File: config.mk
export PLATFORM = sky130hd
export DESIGN_NAME = uart_word_loader
export DESIGN_NICKNAME = d
export VERILOG_FILES = /design/src/rtl/uart_loader_pkg.sv /design/src/rtl/upg_timeout_ctr.sv /design/src/rtl/uart_word_loader.sv
export SDC_FILE = /design/constraint.sdc
export NUM_CORES = 1
export LEC_CHECK = 0
export BUFFER_PORTS_ARGS = -buffer_cell sky130_fd_sc_hd__buf_4
export CORE_ASPECT_RATIO = 1.4
export CORE_MARGIN = 2
export CORE_UTILIZATION = 55
export CTS_CLUSTER_SIZE = 16
export DETAILED_ROUTE_END_ITERATION = 6
export HOLD_SLACK_MARGIN = 0.12
export PLACE_DENSITY = 0.75
export SETUP_SLACK_MARGIN = 0.3
export SYNTH_ARGS = -nofsm -noshare
export SYNTH_HDL_FRONTEND = slang
export SYNTH_SLANG_ARGS = --single-unit
File: constraint.sdc
create_clock -name upg_clk_i -period 3.1 [get_ports upg_clk_i]
set_input_delay 0.62 -clock upg_clk_i [delete_from_list [all_inputs] [get_ports upg_clk_i]]
set_output_delay 0.62 -clock upg_clk_i [all_outputs]
set_load 0.01 [all_outputs]
File: src/rtl/uart_loader_pkg.sv
// rtl/uart_loader_pkg.sv - shared types, error codes and helpers for the UART word loader
package uart_loader_pkg;

    typedef enum logic [2:0] {
        ST_IDLE,
        ST_SEL,
        ST_LEN_L,
        ST_LEN_H,
        ST_DATA,
        ST_CSUM,
        ST_DONE,
        ST_ERR
    } state_t;

    localparam logic [2:0] ERR_NONE    = 3'd0;
    localparam logic [2:0] ERR_SEL     = 3'd1;
    localparam logic [2:0] ERR_LEN     = 3'd2;
    localparam logic [2:0] ERR_CSUM    = 3'd3;
    localparam logic [2:0] ERR_TIMEOUT = 3'd4;

    localparam logic [7:0] HDR_BYTE_DEFAULT = 8'hA5;

    // Bits needed to hold values 0..value-1, never less than one.
    function automatic int clog2_min1(input int value);
        int width;
        width = 1;
        while ((1 << width) < value) width++;
        return width;
    endfunction

endpackage

File: src/rtl/upg_timeout_ctr.sv
// rtl/upg_timeout_ctr.sv - inter-byte idle counter that expires after TIMEOUT_CYC quiet cycles
module upg_timeout_ctr
    import uart_loader_pkg::*;
#(
    parameter int TIMEOUT_CYC = 1_000_000
) (
    input  logic clk,
    input  logic rst_n,
    input  logic clear,
    input  logic enable,
    output logic expire
);

    localparam int CNT_W = clog2_min1(TIMEOUT_CYC);

    logic [CNT_W-1:0] cnt;

    // A byte in the same cycle as the terminal count suppresses expiry.
    assign expire = enable && !clear && (cnt == CNT_W'(TIMEOUT_CYC - 1));

    always_ff @(posedge clk or negedge rst_n) begin
        if (!rst_n) begin
            cnt <= '0;
        end else if (clear || !enable) begin
            cnt <= '0;
        end else if (!expire) begin
            cnt <= cnt + 1'b1;
        end
    end

endmodule

File: src/rtl/uart_word_loader.sv
// rtl/uart_word_loader.sv - parses framed UART downloads into 32-bit memory writes
module uart_word_loader
    import uart_loader_pkg::*;
#(
    parameter int         ADDR_W      = 14,
    parameter int         TIMEOUT_CYC = 1_000_000,
    parameter logic [7:0] HDR_BYTE    = HDR_BYTE_DEFAULT
) (
    input  logic              upg_clk_i,
    input  logic              upg_rstn_i,
    input  logic              rx_valid_i,
    input  logic [7:0]        rx_data_i,
    output logic              upg_wen_o,
    output logic [ADDR_W:0]   upg_adr_o,
    output logic [31:0]       upg_dat_o,
    output logic              upg_done_o,
    output logic              busy_o,
    output logic [2:0]        err_o
);

    localparam logic [31:0] MAX_LEN = 32'd1 << ADDR_W;

    state_t            state, next_state;
    logic              target;
    logic [7:0]        len_lo;
    logic [15:0]       len;
    logic [1:0]        byte_cnt;
    logic [23:0]       word;
    logic [ADDR_W-1:0] word_idx;
    logic [7:0]        csum;
    logic              busy, expire, last_word;
    logic              start_frame, write_word, set_done;
    logic [2:0]        err_code;

    assign busy      = !(state inside {ST_IDLE, ST_DONE, ST_ERR});
    assign busy_o    = busy;
    assign last_word = (32'(word_idx) + 32'd1) == {16'd0, len};

    upg_timeout_ctr #(.TIMEOUT_CYC(TIMEOUT_CYC)) u_timeout (
        .clk    (upg_clk_i),
        .rst_n  (upg_rstn_i),
        .clear  (rx_valid_i),
        .enable (busy),
        .expire (expire)
    );

    always_ff @(posedge upg_clk_i or negedge upg_rstn_i) begin
        if (!upg_rstn_i) state <= ST_IDLE;
        else             state <= next_state;
    end

    always_comb begin
        next_state  = state;
        err_code    = ERR_NONE;
        start_frame = 1'b0;
        write_word  = 1'b0;
        set_done    = 1'b0;
        if (expire) begin
            next_state = ST_ERR;
            err_code   = ERR_TIMEOUT;
        end else if (rx_valid_i) begin
            case (state)
                ST_IDLE, ST_DONE, ST_ERR: begin
                    if (rx_data_i == HDR_BYTE) begin
                        next_state  = ST_SEL;
                        start_frame = 1'b1;
                    end
                end
                ST_SEL: begin
                    if (rx_data_i[7:1] == 7'd0) begin
                        next_state = ST_LEN_L;
                    end else begin
                        next_state = ST_ERR;
                        err_code   = ERR_SEL;
                    end
                end
                ST_LEN_L: next_state = ST_LEN_H;
                ST_LEN_H: begin
                    if ({16'd0, rx_data_i, len_lo} > MAX_LEN) begin
                        next_state = ST_ERR;
                        err_code   = ERR_LEN;
                    end else if ({rx_data_i, len_lo} == 16'd0) begin
                        next_state = ST_CSUM;
                    end else begin
                        next_state = ST_DATA;
                    end
                end
                ST_DATA: begin
                    if (byte_cnt == 2'd3) begin
                        write_word = 1'b1;
                        if (last_word) next_state = ST_CSUM;
                    end
                end
                ST_CSUM: begin
                    if (rx_data_i == csum) begin
                        next_state = ST_DONE;
                        set_done   = 1'b1;
                    end else begin
                        next_state = ST_ERR;
                        err_code   = ERR_CSUM;
                    end
                end
                default: next_state = ST_IDLE;
            endcase
        end
    end

    always_ff @(posedge upg_clk_i or negedge upg_rstn_i) begin
        if (!upg_rstn_i) begin
            upg_wen_o  <= 1'b0;
            upg_adr_o  <= '0;
            upg_dat_o  <= '0;
            upg_done_o <= 1'b0;
            err_o      <= ERR_NONE;
            target     <= 1'b0;
            len_lo     <= '0;
            len        <= '0;
            byte_cnt   <= '0;
            word       <= '0;
            word_idx   <= '0;
            csum       <= '0;
        end else begin
            upg_wen_o <= write_word;
            if (start_frame) begin
                upg_done_o <= 1'b0;
                err_o      <= ERR_NONE;
                word_idx   <= '0;
                csum       <= '0;
                byte_cnt   <= '0;
            end
            if (err_code != ERR_NONE) err_o <= err_code;
            if (set_done) upg_done_o <= 1'b1;
            if (rx_valid_i && state == ST_SEL)   target <= rx_data_i[0];
            if (rx_valid_i && state == ST_LEN_L) len_lo <= rx_data_i;
            if (rx_valid_i && state == ST_LEN_H) len    <= {rx_data_i, len_lo};
            if (rx_valid_i && state == ST_DATA) begin
                csum     <= csum ^ rx_data_i;
                byte_cnt <= byte_cnt + 2'd1;
                case (byte_cnt)
                    2'd0:    word[7:0]   <= rx_data_i;
                    2'd1:    word[15:8]  <= rx_data_i;
                    2'd2:    word[23:16] <= rx_data_i;
                    default: ;
                endcase
            end
            // Lane 3 goes straight to the output, so the write lands one cycle after it.
            if (write_word) begin
                upg_adr_o <= {target, word_idx};
                upg_dat_o <= {rx_data_i, word};
                word_idx  <= word_idx + 1'b1;
            end
        end
    end

endmodule
==> qor.yml <==
routed_via_density: 5.80
grt_max_degree: 85
slew_headroom_pct: 47.2
antenna_left: 0
path_clk_slew_ps: 60
skew_ps: 12.7
r2r_end: "state[0]"
post-route-drc-count: 0
yosysWarnings: 0
drive_above_1_share_pct: 24.2
synth_top_area_share_pct: 54.3
syn_avg_cell_area_um2: 10.4
mappedNetlistArea_um2: 6820
gr-total-overflow: 0
worst_ep_arrival_time_ps: 2880
r2r_cells: 8
required_ps: 3450
slew_violations: 0
irDropWorstVdd_mv: 0.435
wl_um: 15200
finalHoldViolations: 0
dr.pass1.iters: 4
core_area_um2: 12200
cts_hold_buf: 0
min_period_ps: 2530
grt_usage_pct: 23.9
synth.area.top_cells: "dfrtp_1 54%, mux2_2 11%, nand2_1 7.8%"
io_buffers: 63
drt_iter0_drc: 247
ios: 64
htree_levels: 4
routabilityCongestion: 0.877
ys_seq_area_share_pct: 54.3
cap_violations: 0
synth-main-ff-cell: "dfrtp_1"
pre_cts_slack_ps: 515
post_cts_buffers: 0
dieWidth_um: 98.1
area_growth_pct: 16.7
rr_startpoint: "word_idx[0]"
async_flop_share_pct: 100
grt_pass1_wl_um: 25200
cts_root_buffer: "clkbuf_16"
setup_tns_ps: 0
synthTopCellsByCount: "148 x dfrtp_1, 142 x nand2_1, 64 x mux2_2, 46 x o21ai_0, 38 x nor2_1"
die_h_um: 136
crit_path_start: "word_idx[0]"
clk_path_buf_depth: 2
die_area_um2: 13300
grt_pass1_vias: 5072
yosysUniqueCellTypes: 55
clk_latency_ps: 420
antenna_found_initial: 0
hpwlAfterDp_um: 10400
synth_seq_cells: 148
setup_viol: 0
via_count: 5067
power_density_nw_per_um2: 697
hold_path.class: "input port to asynchronous set/reset pin"
yosysMostFrequentCell: "dfrtp_1"
post_cts_resized: 0
synth_top_area_cell: "dfrtp_1"
fin_crit_sh_pct: 81.7
cts_tree: "done"
reg2reg_slack_ps: 570
endpoint: "state[0]"
path_class: "register to register"
fin_ws_ps: 568
path_max_fanout: 10
rsz0062_at_grt: "no"
startpoint_type: "register"
crit_path_end_kind: "register"
numClockSinks: 148
start_util_pct: 55.9
synthCells: 657
synthesis.nets: 674
tightest_slew_ps: 789
p_leak_nw: 3.75
routedWlPerCell_um: 17.5
rows: 48
outcome: "finished clean"
numCtsBuffers: 17
nNetsFinal: 727
clock.fmax_mhz: 395
synth_edf_count: 0
antennaDiodeCount: 0
==> final cells by class <==
cell class	instances	area [um^2]
Inverter	8	30.0
Timing Repair Buffer	71	549
Fill cell	939	4240
Tap cell	150	188
Sequential cell	148	3700
Clock buffer	20	447
Clock inverter	12	96.3
Multi-Input combinational cell	464	2940
==> critical path, stage by stage (launching register included) <==
cell and delay [ps]:
dfrtp_1 480, ha_1 360, xor2_1 180, nor4b_2 270, nand3_1 130, a211oi_1 290
o2111ai_1 180, o31ai_2 350, mux2i_1 210
==> registers in the layout, summed over array words and instances, names as in the netlist, 8 cells and up <==
name and cells:
word 24, word_idx 14, csum 8, u_timeout.cnt 20
len 16, upg_adr_o 15, upg_dat_o 32, len_lo 8
==> cells in the final DEF (no fill, tap or decap), types with 5 or more instances in the layout <==
cell       synthesis  layout
a21oi_1            7       7
ha_1               6       6
inv_6              0       5
xor2_1            19      19
inv_1              7       7
and3_1             8       8
nor3_1            11      11
nand4_1           15      15
nand3_1           21      20
buf_4              2      69
xnor2_1           18      18
dfrtp_1          148     148
o21ai_0           46      46
nand2_1          142     141
nor2_1            38      38
mux2_2            64      64
a31oi_1            5       5
o31ai_1            7       7
clkbuf_16          0      17
==> logic make-up (layout without fill, tap and decap cells) <==
kind of cell	after synthesis	in the layout	synth area share [%]
adders and majority gates	6	6	1.10
and+or+nand+nor	265	265	18.0
AOI/OAI and AO/OA	90	90	8.20
muxes	66	66	10.9
buffers and inverters	45	111	2.75
xor gates and xnor gates	37	37	4.75
DFF	148	148	54.3
==> worst min path at each step <==
| stage | cells past startpoint | to | startpoint | slack, ps |
|---|---|---|---|---|
| after floorplan | 0 | byte_cnt[0] | upg_rstn_i | 320 |
| after global placement | 2 | upg_dat_o[5] | word[5] | 450 |
| after detailed placement | 2 | upg_dat_o[3] | word[3] | 450 |
| after CTS | 1 | upg_wen_o | upg_rstn_i | 280 |
| after global routing | 1 | upg_wen_o | upg_rstn_i | 320 |
| final | 1 | upg_wen_o | upg_rstn_i | 240 |
==> through the flow <==
step                      utilization (%)  power, mW  hold slack [ps]  area [um^2]  instances
final                                65.3       5.55              243         7960        873
after CTS                            65.2       5.57              283         7950        873
after global placement               60.7       3.61              447         7400        841
after global routing                 65.3       5.80              319         7960        873
after floorplan                         -       3.32              324         6820        657
after detailed placement             60.7       3.68              449         7400        841
==> per-layer routing <==
layer / routed length (um) / up-vias / part of all wire, % / global-route usage, %
met5: 0 / - / 0 / 0
met4: 254 / 0 / 1.7 / 8.72
met3: 603 / 26 / 4.0 / 3.82
met2: 7870 / 125 / 52 / 41.7
met1: 6510 / 2537 / 43 / 30.1
li1: - / 2379 / - / -
==> power breakdown <==
part / total (mW) / internal, mW / switching (mW)
Combinational: 1.02 / 0.530 / 0.490
Sequential: 2.65 / 2.29 / 0.356
Clock: 1.88 / 1.06 / 0.825
Total: 5.55 / 3.88 / 1.67
No activity file was read; power rests on OpenSTA's default activity.
